$ cat src/rtl/spike_window_player.sv
// -----------------------------------------------------------------------------
// spike_window_player
//
// Plays a LEN-slot temporal spike window out serially, one slot per cycle.
// Slot 0 is the earliest spike time. The block has an active window that is
// playing and a one-entry pending buffer, so a new window can be accepted
// while the current one plays. Back-to-back windows play with no gap. When
// the last slot of a window has played, a one-cycle result pulse reports:
// whether the window had any spike, the lowest spike slot, and the spike
// count.
//
// Ports
//   clk        rising-edge clock for all state
//   rst        synchronous, active-high reset
//   in_win     [0:LEN-1] window; bit t set = spike at slot t (bit 0 earliest)
//   in_valid   in_win is valid this cycle
//   in_ready   block can accept a window this cycle
//   spike      serial spike for the slot being played
//   t_now      index of the slot being played (0 when idle)
//   busy       a window is being played
//   res_valid  one-cycle pulse: first_hit/first_t/spike_cnt were updated
//   first_hit  finished window contained at least one spike
//   first_t    lowest set slot of the finished window (0 if none)
//   spike_cnt  number of set slots in the finished window
// -----------------------------------------------------------------------------
module spike_window_player #(
  parameter int LEN = 8,
  localparam int TW = $clog2(LEN),
  localparam int CW = $clog2(LEN + 1)
) (
  input  logic            clk,
  input  logic            rst,
  input  logic [0:LEN-1]  in_win,
  input  logic            in_valid,
  output logic            in_ready,
  output logic            spike,
  output logic [TW-1:0]   t_now,
  output logic            busy,
  output logic            res_valid,
  output logic            first_hit,
  output logic [TW-1:0]   first_t,
  output logic [CW-1:0]   spike_cnt
);

  typedef enum logic {IDLE, PLAY} state_t;

  state_t          state_q, state_d;
  logic [TW-1:0]   slot_q, slot_d;
  logic [0:LEN-1]  active_q, active_d;
  logic [0:LEN-1]  pend_q, pend_d;
  logic            pend_valid_q, pend_valid_d;
  logic            res_valid_q, res_valid_d;
  logic            first_hit_q, first_hit_d;
  logic [TW-1:0]   first_t_q, first_t_d;
  logic [CW-1:0]   spike_cnt_q, spike_cnt_d;

  logic            xfer;
  logic            last_slot;
  logic [TW-1:0]   low_idx;
  logic [CW-1:0]   pop_cnt;

  // Reset gates readiness so a window offered during reset is never taken.
  assign in_ready  = !pend_valid_q && !rst;
  assign xfer      = in_valid && in_ready;
  assign last_slot = (slot_q == TW'(LEN - 1));

  // Summary of the active window, used when its last slot is left.
  // Scanning downward leaves the lowest set index in low_idx.
  always_comb begin
    low_idx = '0;
    pop_cnt = '0;
    for (int i = LEN - 1; i >= 0; i--) begin
      if (active_q[i]) begin
        low_idx = TW'(i);
      end
    end
    for (int i = 0; i < LEN; i++) begin
      pop_cnt = pop_cnt + CW'(active_q[i]);
    end
  end

  always_comb begin
    state_d      = state_q;
    slot_d       = slot_q;
    active_d     = active_q;
    pend_d       = pend_q;
    pend_valid_d = pend_valid_q;
    res_valid_d  = 1'b0;
    first_hit_d  = first_hit_q;
    first_t_d    = first_t_q;
    spike_cnt_d  = spike_cnt_q;

    case (state_q)
      IDLE: begin
        // Idle accept goes straight to the active register.
        if (xfer) begin
          active_d = in_win;
          slot_d   = '0;
          state_d  = PLAY;
        end
      end

      PLAY: begin
        slot_d = slot_q + TW'(1);
        if (last_slot) begin
          res_valid_d = 1'b1;
          first_hit_d = |active_q;
          first_t_d   = low_idx;
          spike_cnt_d = pop_cnt;
          slot_d      = '0;
          if (pend_valid_q) begin
            // Pending window takes over with no bubble; the buffer frees up
            // unless a new transfer refills it in the same cycle.
            active_d     = pend_q;
            pend_valid_d = 1'b0;
            if (xfer) begin
              pend_d       = in_win;
              pend_valid_d = 1'b1;
            end
          end else if (xfer) begin
            // Window offered exactly on the last slot goes straight in.
            active_d = in_win;
          end else begin
            state_d = IDLE;
          end
        end else if (xfer) begin
          pend_d       = in_win;
          pend_valid_d = 1'b1;
        end
      end

      default: state_d = IDLE;
    endcase
  end

  always_ff @(posedge clk) begin
    if (rst) begin
      state_q      <= IDLE;
      slot_q       <= '0;
      active_q     <= '0;
      pend_q       <= '0;
      pend_valid_q <= 1'b0;
      res_valid_q  <= 1'b0;
      first_hit_q  <= 1'b0;
      first_t_q    <= '0;
      spike_cnt_q  <= '0;
    end else begin
      state_q      <= state_d;
      slot_q       <= slot_d;
      active_q     <= active_d;
      pend_q       <= pend_d;
      pend_valid_q <= pend_valid_d;
      res_valid_q  <= res_valid_d;
      first_hit_q  <= first_hit_d;
      first_t_q    <= first_t_d;
      spike_cnt_q  <= spike_cnt_d;
    end
  end

  // Play outputs decode directly from registered state.
  assign busy      = (state_q == PLAY);
  assign spike     = busy && active_q[slot_q];
  assign t_now     = busy ? slot_q : '0;
  assign res_valid = res_valid_q;
  assign first_hit = first_hit_q;
  assign first_t   = first_t_q;
  assign spike_cnt = spike_cnt_q;

endmodule

$ cat config.mk
export PLATFORM = sky130hd
export DESIGN_NAME = spike_window_player
export DESIGN_NICKNAME = d
export VERILOG_FILES = /design/src/rtl/spike_window_player.sv
export SDC_FILE = /design/constraint.sdc
export NUM_CORES = 1
export LEC_CHECK = 0
export ABC_CLOCK_PERIOD_IN_PS = 4800
export BUFFER_PORTS_ARGS = -buffer_cell sky130_fd_sc_hd__buf_2
export CAP_MARGIN = 10
export CORE_ASPECT_RATIO = 1.2
export CORE_MARGIN = 8
export CORE_UTILIZATION = 45
export CTS_BUF_LIST = sky130_fd_sc_hd__clkbuf_16
export CTS_CLUSTER_SIZE = 25
export DETAILED_ROUTE_END_ITERATION = 12
export PLACE_DENSITY = 0.63
export SKIP_CTS_REPAIR_TIMING = 1
export SLEW_MARGIN = 20
export SYNTH_ARGS = -nofsm -noshare
export SYNTH_HDL_FRONTEND = slang
export SYNTH_SLANG_ARGS = --single-unit
$ cat constraint.sdc
create_clock -name clk -period 4.8 [get_ports clk]
set_clock_uncertainty 0.2 [all_clocks]
set_input_delay 0.96 -clock clk [delete_from_list [all_inputs] [get_ports clk]]
set_output_delay 0.96 -clock clk [all_outputs]
set_load 0.05 [all_outputs]
==> flow_summary_export.csv <==
group,metric,value,unit
worst_setup_path,cp_top_family,"adder cells",
layout,n_antenna_cell,0,
sta,fin_crit_sh,66.2,%
logic_synthesis,seq_area_frac_synth,39.2,%
worst_setup_path,crit_fanout,5,
clock_tree,clock_latency,0.27,ns
layout,fillerInstances,313,
worst_setup_path,cp_data_arrival_time,3.17,ns
worst_setup_path,worstReg2RegStart,"active_q[7]",
clock_tree,cts_num_sinks,30,
die,std_cell_rows,23,
global_route,grt_pass1_wl,5660,µm
die,core,3310,µm²
worst_setup_path,start_kind,"register",
worst_setup_path,r2r-end,"spike_cnt[2]",
global_route,grt_overflow,0,
sta,period_minus_slack,3.18,ns
worst_setup_path,reg2reg_slack,1.62,ns
sta,rsz0062_at_grt,"no",
layout,nNetsFinal,216,
place,io_buffers,25,
worst_setup_path,crit_buf_inv,3,
logic_synthesis,syn_area,1530,µm²
drt,drt_iter0_drc,45,
die,initial_core_util,46.2,%
worst_hold_path,worstHoldEndpoint,"spike_cnt[3]",
worst_setup_path,max_stage_delay,0.54,ns
logic_synthesis,synth.distinct_cells,40,
flow_run,drv_cap,0,
worst_hold_path,min_from,"spike_cnt[3]",
drt,post_drt_via_cell_ratio,5.46,
worst_setup_path,crit_chain,"fa_1, inv_1, fa_1, fa_1, inv_1, ha_1, inv_1, fa_1, xnor2_1, nand2_1, a21oi_1",
pwr,vdd_ir_drop_max,238,µV
global_route,grt_util_all_layers,12.5,%
clock_tree,path_clk_slew,0.05,ns
drt,drc,0,
die,die_w,69.2,µm
drt,ant_nets,0,
logic_synthesis,synth_nets,193,
drt,wl_per_cell,14.3,µm
drt,drt_pass1_iterations,4,
logic_synthesis,ys_ff_latch,30,
sta,fmax,315,MHz
worst_setup_path,endpoint_kind,"register",
layout,drive_above_1_share,18.6,%
worst_setup_path,cp.required,4.80,ns
logic_synthesis,postSynthCellCount,171,
layout,utilization,54.1,%
drt,drt-total-wl,3290,µm
logic_synthesis,syn_avg_cell_area,8.95,µm²
pwr,p_per_area,363,nW/µm²
worst_hold_path,hp-class,"reg -> reg",
clock_tree,cts_max_level,2,
die,num_io_pins,26,
global_route,first_global_vias,1233,
worst_setup_path,critPathMostFrequentCell,"fa_1",
sta,tightest_slew,0.696,ns
clock_tree,root_buffer,"clkbuf_16",
worst_setup_path,r2r_cells,11,
sta,max-slew-margin-rel,53.5,%
clock_tree,numCtsBuffers,5,
logic_synthesis,ys_warn_count,0,
clock_tree,cts_tree,"built",
sta,hold_violations,0,
global_route,antenna_found_initial,0,
layout,area.growth.synth_to_final,17.0,%
worst_hold_path,hold_path_depth,2,
sta,setup_viol,0,
sta,fin_setup_tns,0,ns
place,gp_congestion,0.857,
pwr,cellLeakagePower,0.820,nW
global_route,grt_max_degree,34,
status,outcome,"finished, final reports clean",
die,die-area,5530,µm²
drt,vias,1262,
place,dpl.hpwl,2400,µm
sta,slew_viol_final,0,
worst_setup_path,crit_slowest_cell,"fa_1",
worst_setup_path,path_class,"reg -> reg",
clock_tree,clockBufferDepth,2,
die,die_h,79.9,µm
-- stage by stage --
stage	hold slack, ns	cell area (µm²)	power, W	worst slack [ns]	std cells
after global routing	0.277	1790	0.000679	1.49	231
final	0.247	1790	0.000650	1.62	231
after CTS	0.249	1790	0.000657	1.63	231
after global placement	0.239	1660	0.000361	1.75	224
after floorplan	0.264	1530	0.000344	1.70	171
after detailed placement	0.242	1660	0.000365	1.64	224
-- cell usage in the layout, fill, tap and decap left out, drive strengths merged, types with 3 or more instances in the layout --
cell | Yosys | final
a211oi | 3 | 3
a21oi | 10 | 10
a311oi | 5 | 5
and2 | 4 | 4
buf | 3 | 25
clkbuf | 6 | 5
dfxtp | 30 | 30
fa | 4 | 4
ha | 7 | 7
inv | 13 | 13
mux2i | 8 | 8
nand2 | 18 | 18
nand3 | 6 | 6
nand3b | 3 | 3
nor2 | 24 | 24
-- cell families after synthesis --
kind of cell | Yosys count | synth area share, %
mux | 10 | 8.18
compound gates | 33 | 15.2
simple gates | 64 | 19.6
xor+xnor | 1 | 0.572
buf+inv | 22 | 6.21
flops | 30 | 39.2
fa+ha+maj | 11 | 11.0
-- metal layers --
layer  wire length (µm)  part of all wire (%)  GRT usage [%]  vias to the layer above
met1               1500                    45           13.3                      598
met2               1570                    48           21.0                       26
met4                 68                   2.1           6.78                        0
met5                  0                     0              0                        -
met3                154                   4.7           4.85                        6
li1                   -                     -              -                      632
-- cell usage after synthesis --
cell type  instances  area share (%)
buf_6              1            0.74
xnor2_1            1            0.57
ha_1               7             5.7
nand2_1           18             4.4
o21a_1             1            0.49
nand3b_1           3             1.5
and2_1             4             1.6
fa_1               4             5.2
a31oi_1            1            0.41
o2111ai_1          1            0.57
a32oi_1            1            0.57
nand2b_1           2            0.82
o211ai_1           1            0.49
o31ai_1            1            0.49
o22ai_1            2            0.82
o22a_1             1            0.57
a211oi_1           3             1.5
or3b_4             1            0.74
nor4bb_1           1            0.65
inv_1             13             3.2
a21oi_2            1            0.57
a21oi_1            9             2.9
mux4_2             2             2.9
nand3_1            6             2.0
buf_4              1            0.49
nor3_1             2            0.65
o21ai_1            1            0.33
or3b_1             1            0.57
a22oi_1            1            0.49
o21bai_1           1            0.49
a22o_1             1            0.57
buf_2              1            0.33
nor2_1            24             5.9
nor2b_1            2            0.82
dfxtp_1           30              39
clkbuf_1           6             1.5
a21o_1             1            0.49
mux2i_1            8             5.2
a311oi_1           5             2.9
a41oi_1            1            0.57
-- layout make-up --
class                   instances  area, µm²  area share, %
well taps                      37       46.3           2.59
clock inverters                 2       10.0          0.559
clock buffers                   5        125           6.99
repair buffers                 25        125           6.99
multi-input cells             119        835           46.6
inverters                      13       48.8           2.73
flip-flops and latches         30        601           33.5
-- worst reg2reg max path, delay by kind of cell (launching register included) --
kind                       cells  cell delay, ns
and+or+nand+nor                1            0.07
DFF                            1            0.35
AOI/OAI and AO/OA              1            0.16
buffers and inverters          3            0.18
xor gates and xnor gates       1            0.15
adders and majority gates      5            1.99
-- how the worst max path moves through the flow --
stage,from,endpoint,slack (ns),cells after the start
final,active_q[7],spike_cnt[2],1.62,11
after global routing,active_q[7],spike_cnt[2],1.49,11
after CTS,active_q[7],spike_cnt[2],1.63,11
after detailed placement,active_q[7],spike_cnt[2],1.64,11
after global placement,active_q[7],spike_cnt[2],1.75,11
after floorplan,busy,spike,1.70,3
-- sequential cells by signal, indices dropped and copies added (netlist names) --
register      flops
first_t           3
busy              1
slot_q            3
res_valid         1
pend_q            8
first_hit         1
spike_cnt         4
pend_valid_q      1
active_q          8
-- power by group --
part	total, W	leakage [nW]	internal [W]	switching (W)
sequential	0.000275	0.244	0.000259	0.0000161
combinational	0.0000863	0.506	0.0000367	0.0000496
clock	0.000289	0.0694	0.000186	0.000102
No activity file was read; power rests on OpenSTA's default activity.
